===== config.mk =====
export PLATFORM = sky130hd
export DESIGN_NAME = rgy_phase_sched
export DESIGN_NICKNAME = d
export VERILOG_FILES = /design/src/rtl/rgy_pkg.sv /design/src/rtl/rgy_dwell_timer.sv /design/src/rtl/rgy_phase_sched.sv
export SDC_FILE = /design/constraint.sdc
export NUM_CORES = 1
export LEC_CHECK = 0
export CAP_MARGIN = 20
export CORE_MARGIN = 3
export CORE_UTILIZATION = 45
export CTS_CLUSTER_DIAMETER = 30
export CTS_CLUSTER_SIZE = 24
export DETAILED_ROUTE_END_ITERATION = 8
export PLACE_DENSITY = 0.71
export SYNTH_ARGS = -nofsm -noshare
export SYNTH_HDL_FRONTEND = slang
export SYNTH_SLANG_ARGS = --single-unit

===== constraint.sdc =====
create_clock -name clk -period 6.2 [get_ports clk]
set_input_delay 1.24 -clock clk [delete_from_list [all_inputs] [get_ports clk]]
set_output_delay 1.24 -clock clk [all_outputs]
set_load 0.02 [all_outputs]

===== src/rtl/rgy_pkg.sv =====
// Shared constants for the two-road phase scheduler: lamp bit positions,
// lamp vectors, phase encodings and small decode helpers.
package rgy_pkg;

    // Bit positions inside a 4-bit lamp vector (bit 3 is always 0).
    localparam int RED    = 0;
    localparam int YELLOW = 1;
    localparam int GREEN  = 2;

    localparam logic [3:0] LAMP_R = 4'(1 << RED);
    localparam logic [3:0] LAMP_Y = 4'(1 << YELLOW);
    localparam logic [3:0] LAMP_G = 4'(1 << GREEN);

    // Phase encodings are visible on the debug port, so they are fixed.
    typedef enum logic [2:0] {
        ST_G1  = 3'd0,
        ST_Y1  = 3'd1,
        ST_AR1 = 3'd2,
        ST_G0  = 3'd3,
        ST_Y0  = 3'd4,
        ST_AR0 = 3'd5
    } state_t;

    // Fixed rotation G1 -> Y1 -> AR1 -> G0 -> Y0 -> AR0 -> G1.
    // Unused encodings recover to G1.
    function automatic state_t next_phase(input state_t s);
        case (s)
            ST_G1:   return ST_Y1;
            ST_Y1:   return ST_AR1;
            ST_AR1:  return ST_G0;
            ST_G0:   return ST_Y0;
            ST_Y0:   return ST_AR0;
            default: return ST_G1;
        endcase
    endfunction

    // Lamp vector for one road in a given phase; anything not green or
    // yellow for that road shows red.
    function automatic logic [3:0] road_lamp(input state_t s, input logic road);
        if (road) begin
            case (s)
                ST_G1:   return LAMP_G;
                ST_Y1:   return LAMP_Y;
                default: return LAMP_R;
            endcase
        end else begin
            case (s)
                ST_G0:   return LAMP_G;
                ST_Y0:   return LAMP_Y;
                default: return LAMP_R;
            endcase
        end
    endfunction

endpackage


===== src/rtl/rgy_dwell_timer.sv =====
// Phase dwell counter: clears on every phase change, counts up while the
// phase is held and saturates at the selected limit minus one.
module rgy_dwell_timer #(
    parameter int TW        = 4,
    parameter int GREEN_MIN = 4,
    parameter int GREEN_MAX = 12
) (
    input  logic          clk,
    input  logic          srst,
    input  logic          clr,
    input  logic [TW-1:0] limit,
    output logic          at_min,
    output logic          at_max,
    output logic          at_dwell
);

    localparam logic [TW-1:0] MIN_LAST = TW'(GREEN_MIN - 1);
    localparam logic [TW-1:0] MAX_LAST = TW'(GREEN_MAX - 1);

    logic [TW-1:0] cnt_reg;
    logic [TW-1:0] last;

    assign last = limit - TW'(1);

    // Count cycles in the current phase; hold at the last dwell cycle so an
    // extended all-red hold cannot wrap around.
    always_ff @(posedge clk) begin
        if (srst || clr) begin
            cnt_reg <= '0;
        end else if (cnt_reg < last) begin
            cnt_reg <= cnt_reg + TW'(1);
        end
    end

    assign at_min   = (cnt_reg >= MIN_LAST);
    assign at_max   = (cnt_reg == MAX_LAST);
    assign at_dwell = (cnt_reg >= last);

endmodule


===== src/rtl/rgy_phase_sched.sv =====
// Demand-driven two-road phase scheduler with all-red clearance, latched
// pedestrian walk service and an emergency all-red hold.
module rgy_phase_sched
    import rgy_pkg::*;
#(
    parameter int TW        = 4,
    parameter int GREEN_MIN = 4,
    parameter int GREEN_MAX = 12,
    parameter int YELLOW_T  = 2,
    parameter int ALLRED_T  = 1,
    parameter int WALK_T    = 6
) (
    input  logic       clk,
    input  logic       reset,
    input  logic       req0,
    input  logic       req1,
    input  logic       ped_req,
    input  logic       force_red,
    output logic [3:0] rgy0,
    output logic [3:0] rgy1,
    output logic       ped_walk,
    output logic [2:0] phase
);

    state_t        state_reg;
    state_t        state_next;
    logic          ped_pend_reg;
    logic          walk_reg;
    logic [3:0]    rgy0_reg;
    logic [3:0]    rgy1_reg;

    logic          advance;
    logic          in_yellow;
    logic          in_allred;
    logic          serve;
    logic [TW-1:0] limit;
    logic          at_min;
    logic          at_max;
    logic          at_dwell;

    rgy_dwell_timer #(
        .TW        (TW),
        .GREEN_MIN (GREEN_MIN),
        .GREEN_MAX (GREEN_MAX)
    ) u_timer (
        .clk      (clk),
        .srst     (reset),
        .clr      (advance),
        .limit    (limit),
        .at_min   (at_min),
        .at_max   (at_max),
        .at_dwell (at_dwell)
    );

    // Phase exit conditions and dwell limit for the current phase.
    always_comb begin
        limit     = TW'(GREEN_MAX);
        advance   = 1'b0;
        in_yellow = 1'b0;
        in_allred = 1'b0;
        case (state_reg)
            ST_G1: begin
                advance = force_red | at_max | (at_min & (req0 | ped_pend_reg));
            end
            ST_G0: begin
                advance = force_red | at_max | (at_min & (req1 | ped_pend_reg));
            end
            ST_Y1, ST_Y0: begin
                limit     = TW'(YELLOW_T);
                in_yellow = 1'b1;
                advance   = at_dwell;
            end
            ST_AR1, ST_AR0: begin
                limit     = walk_reg ? TW'(WALK_T) : TW'(ALLRED_T);
                in_allred = 1'b1;
                advance   = at_dwell & ~force_red;
            end
            default: begin
                advance = 1'b1;
            end
        endcase
        state_next = advance ? next_phase(state_reg) : state_reg;
        // A pending pedestrian is served on the yellow -> all-red step.
        serve = advance & in_yellow & ped_pend_reg;
    end

    // Phase register, pedestrian latch, walk flag and registered lamp outputs
    // (lamps are decoded from the next phase so they track the state exactly).
    always_ff @(posedge clk) begin
        if (reset) begin
            state_reg    <= ST_G1;
            ped_pend_reg <= 1'b0;
            walk_reg     <= 1'b0;
            rgy0_reg     <= LAMP_R;
            rgy1_reg     <= LAMP_G;
        end else begin
            state_reg    <= state_next;
            // A new press in the serving cycle keeps the request pending.
            ped_pend_reg <= ped_req | (ped_pend_reg & ~serve);
            if (advance && in_yellow) begin
                walk_reg <= ped_pend_reg;
            end else if (advance && in_allred) begin
                walk_reg <= 1'b0;
            end
            rgy0_reg <= road_lamp(state_next, 1'b0);
            rgy1_reg <= road_lamp(state_next, 1'b1);
        end
    end

    assign rgy0     = rgy0_reg;
    assign rgy1     = rgy1_reg;
    assign ped_walk = walk_reg;
    assign phase    = state_reg;

endmodule


==> qor.txt, run 1 <==
Run status -> finished clean
CP Buf/Inv Count -> 1
DR pass1 iterations -> 4
Synthesized flop and latch total -> 15
GRT overflow -> 0
Worst-Skew Late Latency -> 290 ps
Worst setup margin -> 3250 ps
YS warnings -> 0
Die area -> 2710 um2
Slew Limit Fails -> 0
Max-Cap Viols -> 0
Mapped Area -> 956 um2
Fraction of registers with async set/reset -> 0
CP endpoint kind -> output port
Inserted Diodes -> 0
Routed vias/inst -> 5.50
Post-DRT Antenna Nets -> 0
Unrepaired setup endpoints after global routing -> false
Clock Tree Buf Depth -> 2
Row cnt -> 16
Share of post-route cells with drive strength above 1 -> 0.0992
Worst Skew -> 0.815 ps
Comb power frac -> 0.270
VDD IR max -> 137 uV
Starting density of the core -> 0.482
Slowest CP cell -> dfxtp_1
Post-CTS setup buffers -> 0
CTS Buf Count -> 3
WL/cell -> 13.4 um
Sw Pwr -> 0.0000759 W
Initial antenna violation count -> 0
Area Growth Syn to Fin -> 18.2%
F_max -> 0.339 GHz
DP Worst Slack -> 3190 ps
Final Hold Slack -> 486 ps
Largest net degree at the start of global routing -> 19
Critical path type -> reg2out
Fin crit share -> 0.476
IO Count -> 18
CORE AREA -> 1980 um2
Max-slew headroom -> 0.606
Number of synthesized flops with an enable pin -> 0
Primary FF master, synth -> dfxtp_1
Slowest stage delay, CP -> 710 ps
CTS root buf -> clkbuf_4
Post-cts sizing count -> 0
Vias -> 814
Critical path, cell by cell -> clkdlybuf4s50_1
Pint -> 0.000157 W
Final count of negative-setup-slack endpoints -> 0
Hpwl dp -> 1510 um
Placed insts -> 144
Synth Instances -> 108
Post-synthesis average cell area -> 8.85 um2
Leak -> 0.448 nW
Clock share of power -> 0.248
Most frequent cells in the layout -> clkdlybuf4s50_1 (15), dfxtp_1 (15), nand2_1 (9), nor3_1 (7)
Die H -> 52.1 um
Multi-input combinational cell area -> 599 um2
Net Sw Frac -> 0.326
Initial DRC count -> 29
CP required -> 4960 ps
Final Hold Viols -> 0
Post-synthesis sequential area ratio -> 0.314
Clock slew seen by the registers of the worst setup and hold paths -> 90 ps
Vias in the first global route -> 729
TritonCTS clock tree -> done
CTS sink count -> 15
Synth cell types -> 41
Crit path max fanout -> 15
Pwr Total -> 0.000233 W
H-tree Lvls -> 1
Post-CTS Hold Fix Bufs -> 0
Final wirelength -> 1980 um
Hold/Removal Path Class -> reg2reg
Port bufs -> 15
First-pass GRT wire length -> 3290 um
Seq. cell area -> 300 um2
Sequential cell fraction of total power -> 0.482
Nets -> 133
Min cycle time layout -> 2950 ps
DRC errors left -> 0
Largest delay share family, worst path -> flip-flops
Critical path launch point type -> flop
Gpl congestion -> 0.836
Post-Layout Cell Count -> 148
Post-route setup TNS -> 0 ps
Die W -> 52.1 um
Pwr dens -> 206 nW/um2
WP data arrival -> 1710 ps
All-Layer GR Usage -> 0.167
Worst Tran Pin Value -> 590 ps
Max reg flops -> 4
Filler cells -> 176
==> cell families after synthesis <==
family / synth area share
multiplexers: 0.0419
other: 0.00392
AO/OA/AOI/OAI: 0.221
flip-flops: 0.314
adder cells (fa/ha/maj): 0.0654
XOR/XNOR: 0.0550
AND/OR/NAND/NOR: 0.236
buffers and inverters: 0.0628
==> layer usage <==
layer,global-route usage,share of wire
met3,0.0458,0.047
met4,0.114,0.023
met1,0.217,0.48
met2,0.236,0.45
met5,0,0
==> synth_stat cells, types with 2 or more instances <==
master,number,share of area
o211ai_1,2,0.016
dfxtp_1,15,0.31
nand2b_1,6,0.039
a21oi_1,6,0.031
nand4_1,2,0.013
mux2i_1,4,0.042
buf_4,3,0.024
buf_2,3,0.016
ha_1,5,0.065
nor2_1,6,0.024
o21ai_0,3,0.016
xnor2_1,5,0.046
nor3_1,7,0.037
inv_1,5,0.020
nand3b_1,2,0.016
nand2_1,9,0.035
==> power groups by stage <==
| stage | Sequential [W] | Clock [W] | Combinational [W] |
|---|---|---|---|
| global placement | 0.000114 | 0 | 0.0000608 |
| finish | 0.000112 | 0.0000578 | 0.0000629 |
| global route | 0.000114 | 0.0000639 | 0.0000693 |
| CTS | 0.000112 | 0.0000595 | 0.0000636 |
| detailed placement | 0.000114 | 0 | 0.0000631 |
| floorplan | 0.000113 | 0 | 0.0000478 |
==> layout make-up <==
class	instances	area share
timing repair buffer	15	0.133
sequential	15	0.266
multi-input combinational	82	0.530
clock buffer	3	0.0199
inverter	5	0.0166
tap	27	0.0299
clock inverter	1	0.00443
==> final timing paths <==
path	from	to	slack [ps]	cells after the start
setup / recovery	phase[1]$_SDFF_PP0_	phase[1]	3250	1
hold / removal	ped_walk$_SDFFE_PP0P_	ped_walk$_SDFFE_PP0P_	490	2
setup reg to reg	phase[1]$_SDFF_PP0_	u_timer.cnt_reg[1]$_SDFFE_PP0N_	3400	9
hold reg to reg	ped_walk$_SDFFE_PP0P_	ped_walk$_SDFFE_PP0P_	490	2
==> through the flow <==
stage                      util  area (um2)
after floorplan               -         960
after global placement    0.556        1100
after detailed placement  0.556        1100
after CTS                 0.570        1130
after global routing      0.570        1130
final                     0.570        1130
Power figures use the tool's default switching activity.
==> run 2: changes to the inputs <==
--- a/config.mk
+++ b/config.mk
@@ -11,7 +11,7 @@
 export CTS_CLUSTER_DIAMETER = 30
 export CTS_CLUSTER_SIZE = 24
 export DETAILED_ROUTE_END_ITERATION = 8
-export PLACE_DENSITY = 0.71
+export PLACE_DENSITY = 0.73
 export SYNTH_ARGS = -nofsm -noshare
 export SYNTH_HDL_FRONTEND = slang
 export SYNTH_SLANG_ARGS = --single-unit
==> constraint.sdc (replaced) <==
create_clock -name clk -period 2.56 [get_ports clk]
set_input_delay 0.512 -clock clk [delete_from_list [all_inputs] [get_ports clk]]
set_output_delay 0.512 -clock clk [all_outputs]
set_load 0.02 [all_outputs]
==> run 2 against run 1 <==
Register-to-register slack got worse by 3200 ps. Die area did not move. Final cell count increased by 2.0%. Critical endpoint is now phase[1]$_SDFF_PP0_.
==> qor.txt, run 2 (synthesis results as in run 1) <==
Final Hold Viols -> 0
Most frequent cells in the layout -> clkdlybuf4s50_1 (15), dfxtp_1 (14), nand2_1 (9), nor3_1 (7)
CP Buf/Inv Count -> 0
Max reg flops -> 4
Most common cell after layout, fill and taps aside -> clkdlybuf4s50_1
Vias -> 848
First-pass GRT wire length -> 3170 um
Worst-Skew Late Latency -> 280 ps
Worst Tran Pin Value -> 564 ps
Hpwl dp -> 1460 um
Pwr dens -> 496 nW/um2
GRT overflow -> 0
Final wirelength -> 1970 um
Critical path launch point type -> flop
Critical path type -> reg2reg
H-tree Lvls -> 1
Unrepaired setup endpoints after global routing -> false
Post-route setup TNS -> 0 ps
Max-slew headroom -> 0.622
F_max -> 0.418 GHz
CORE AREA -> 1980 um2
Post-DRT Antenna Nets -> 0
Final Hold Slack -> 494 ps
Pwr Total -> 0.000572 W
Area Growth Syn to Fin -> 20.7%
Initial antenna violation count -> 0
Placement Cell Area -> 1120 um2
Filler cells -> 179
Starting density of the core -> 0.482
Largest net degree at the start of global routing -> 15
CTS sink count -> 15
Hold/Removal Path Class -> reg2reg
Vias in the first global route -> 736
Inserted Diodes -> 0
CP required -> 2780 ps
Clock slew seen by the registers of the worst setup and hold paths -> 90 ps
DR pass1 iterations -> 4
Post-Layout Cell Count -> 151
Leak -> 0.463 nW
Clock Tree Buf Depth -> 2
Crit path top cell by count -> nand2_1
Min cycle time layout -> 2400 ps
DRC errors left -> 0
Finished Cell Area -> 1150 um2
Crit path max fanout -> 13
Port bufs -> 15
Share of post-route cells with drive strength above 1 -> 0.129
Max-Cap Viols -> 0
Routed vias/inst -> 5.62
CTS Buf Count -> 3
Slowest stage delay, CP -> 440 ps
VDD IR max -> 307 uV
Worst Skew -> 2.01 ps
Post-CTS Hold Fix Bufs -> 0
Initial DRC count -> 18
IO Count -> 18
Gpl congestion -> 0.824
Slowest CP cell -> or3b_4
Critical path, cell by cell -> or3b_4, nand2_1, nand2_1, ha_1, o21ai_0, a21oi_2, o211ai_2, a211o_1, a31oi_1
WP data arrival -> 2610 ps
Die area -> 2710 um2
Die H -> 52.1 um
Run status -> finished clean
Placed insts -> 147
WL/cell -> 13.0 um
Nets -> 136
Final count of negative-setup-slack endpoints -> 0
Die W -> 52.1 um
Slew Limit Fails -> 0
Row cnt -> 16
Post-CTS setup buffers -> 0
TritonCTS clock tree -> done
CTS root buf -> clkbuf_4
Largest delay share family, worst path -> compound AO/OA/AOI/OAI gates
All-Layer GR Usage -> 0.159
CP endpoint kind -> flop
Fin crit share -> 0.936
run 2: per-stage QoR:
step                worst slack, ps  utilization
floorplan                       202            -
global placement                138        0.568
detailed placement             89.5        0.568
CTS                            41.2        0.581
global route                   14.1        0.582
finish                          165        0.582
run 2: layout make-up:
type                    instances  area [um2]  share of cell area
clock buffers                   3        22.5              0.0195
clock inverters                 1        5.00             0.00434
inverters                       5        18.8              0.0163
multi-input cells              82         599               0.520
flip-flops and latches         15         302               0.261
well taps                      27        33.8              0.0293
repair buffers                 18         173               0.150
run 2: worst paths after layout:
| check | to | slack [ps] | startpoint | depth (start not counted) |
|---|---|---|---|---|
| min reg2reg | ped_walk$_SDFFE_PP0P_ | 490 | ped_walk$_SDFFE_PP0P_ | 2 |
| min | ped_walk$_SDFFE_PP0P_ | 490 | ped_walk$_SDFFE_PP0P_ | 2 |
| max | phase[1]$_SDFF_PP0_ | 160 | phase[2]$_SDFF_PP0_ | 9 |
| max reg2reg | phase[1]$_SDFF_PP0_ | 160 | phase[2]$_SDFF_PP0_ | 9 |
run 2: worst reg2reg max path: cells and delay by family (launching register included):
family                   cells  cell delay [ps]
adder cells (fa/ha/maj)      1              290
AO/OA/AOI/OAI                5             1040
flip-flops                   1              390
AND/OR/NAND/NOR              3              600
run 2: repair_timing:
item / in CTS / in global routing
endpoints found under the hold margin: 0 / 0
resized for setup: 0 / 2
endpoints found under the setup margin: 0 / 12
run 2: routing by layer:
metal  up-vias  routed length [um]  track usage
met5         -                   0            0
met1       394                 860        0.201
li1        417                   -            -
met3         6                 167       0.0401
met4         0                  49       0.0786
met2        31                 888        0.247
run 2: power by group:
group,switching (W),internal (W),total (W)
logic,0.0000884,0.0000818,0.000170
clock network,0.0000798,0.0000580,0.000138
registers,0.0000158,0.000248,0.000264
total,0.000184,0.000388,0.000572
==> edit (config.mk and constraints of run 2) <==
`TW` is set to 4 in 2 places; all go to 8.
--- a/src/rtl/rgy_dwell_timer.sv
+++ b/src/rtl/rgy_dwell_timer.sv
@@ -2,5 +2,5 @@
 // phase is held and saturates at the selected limit minus one.
 module rgy_dwell_timer #(
-    parameter int TW        = 4,
+    parameter int TW        = 8,
     parameter int GREEN_MIN = 4,
     parameter int GREEN_MAX = 12
--- a/src/rtl/rgy_phase_sched.sv
+++ b/src/rtl/rgy_phase_sched.sv
@@ -4,5 +4,5 @@
     import rgy_pkg::*;
 #(
-    parameter int TW        = 4,
+    parameter int TW        = 8,
     parameter int GREEN_MIN = 4,
     parameter int GREEN_MAX = 12,
Function: no difference found for any inputs over 10 cycles, from zero or initial values and one cycle with reset high; that may be too few to reach the edited logic, so the function may still have changed.
==> edit against run 2 <==
Cell area rose by 25%. Count of clock-buffer cells in the layout did not move. Worst setup slack got worse by 0.0041 ns. Wire length rose by 40%. Area after synthesis rose by 22%. Sequential power rose by 20%. Critical path depth did not move. Power rose by 1.9%. Worst hold slack improved by 0.010 ns. Sequential cell count rose by 4. Critical endpoint is now rgy0[0]$_SDFF_PP1_. Largest cell class unchanged.
==> edit: results (changes against run 2) <==
[yosys]
synthTopCellsByArea = dfxtp_1 (33%), ha_1 (7.5%), xnor2_1 (6.0%)
synth_fa_ha_area_frac = 0.0749  ; +0.00950
synth-xor-area-share = 0.0675  ; +0.0125
ys_seq_area_frac = 0.325  ; +0.0113
synthMuxAreaShare = 0  ; -0.0419
synthTopCellsByCount = dfxtp_1 (19), nor2_1 (13)

[critical_path]
reg2reg_from = phase[0]$_SDFF_PP0_
cp.arrival_ns = 2.60  ; about the same
r2r-end = rgy0[0]$_SDFF_PP1_
path_max_fanout = 5  ; -8

[worst_hold_path]
hold_depth = 2  ; unchanged

[global_routing]
grt_use_met3 = 0.0249  ; -0.0152
grt_max_degree = 13  ; -2
met2_usage = 0.289  ; +0.0419
use_met1 = 0.236  ; +0.0347
first_global_vias = 1013  ; +38%
grt.total_usage = 0.175  ; +0.0165

[power]
vdd_drop_max_mv = 0.336  ; +9.7%
comb_power_share = 0.194  ; -0.104
p_leak_uw = 0.000524  ; +13%
switching_share = 0.284  ; -0.0376
intPower_uw = 417  ; +7.6%

[placed_design]
post-place-ws_ns = -0.0146  ; -0.104 ns
gp_congestion = 0.882  ; +7.0%
dp_hpwl_mm = 2.08  ; +42%

[cells_and_area]
drive_above_1_share = 0.173  ; +0.0438
num-nets-final = 176  ; +29%

[route]
drt_iter0_drc = 24  ; +6
wirelength_mm = 2.74  ; +40%
via_per_inst = 5.76  ; +2.6%
dr_wl_met3_um = 219  ; +31%

[status]
status = complete, no violations

[timing]
finClkSkew_ns = 0.00566  ; +0.00365 ns
min_period_ns = 2.40  ; +0.00407 ns

[clock_tree]
clk_pin_slew_ns = 0.11  ; +0.02 ns

-- edit: per-stage QoR --
stage | instances | TNS, ns | cell area (um^2) | hold slack (ns)
after floorplan | 142 | 0 | 1180 | 0.488
after global placement | 186 | 0 | 1390 | 0.476
after detailed placement | 186 | -0.0252 | 1390 | 0.482
after CTS | 190 | 0 | 1420 | 0.505
after global routing | 190 | 0 | 1440 | 0.535
final | 190 | 0 | 1440 | 0.504
-- edit: layout make-up --
type                            count  area, um^2
Clock buffer                        3        22.5
Timing Repair Buffer               24         218
Sequential cell                    19         384
Tap cell                           28        35.0
Inverter                            3        11.3
Fill cell                         218         901
Multi-Input combinational cell    112         763
Clock inverter                      1        5.00
-- edit: how the worst max path moves through the flow --
stage          depth (start not counted)                start                              end
2_1_floorplan                         10  phase[2]$_SDFF_PP0_               rgy0[0]$_SDFF_PP1_
3_5_place_dp                           7                 req1  u_timer.cnt_reg[0]$_SDFFE_PP0P_
6_report                               9  phase[0]$_SDFF_PP0_               rgy0[0]$_SDFF_PP1_
5_1_grt                                9  phase[0]$_SDFF_PP0_               rgy0[0]$_SDFF_PP1_
4_1_cts                                9  phase[0]$_SDFF_PP0_               rgy0[0]$_SDFF_PP1_
3_3_place_gp                           9  phase[0]$_SDFF_PP0_               rgy0[0]$_SDFF_PP1_
-- edit: worst max-delay path, stage by stage, from the launching register on --
cell      delay [ns]
dfxtp_2         0.36
nor2_4          0.16
xnor2_1         0.14
ha_1            0.26
nor2b_1         0.13
o211ai_1        0.22
and4b_4         0.30
nor2_2          0.06
or4b_1          0.50
a21o_1          0.17
-- edit: timing repair --
| item | 4_1_cts | 5_1_grt |
|---|---|---|
| cloned | 0 | 0 |
| buffers inserted | 0 | 0 |
| resized for setup | 1 | 6 |
| endpoints found under the setup margin | 1 | 11 |
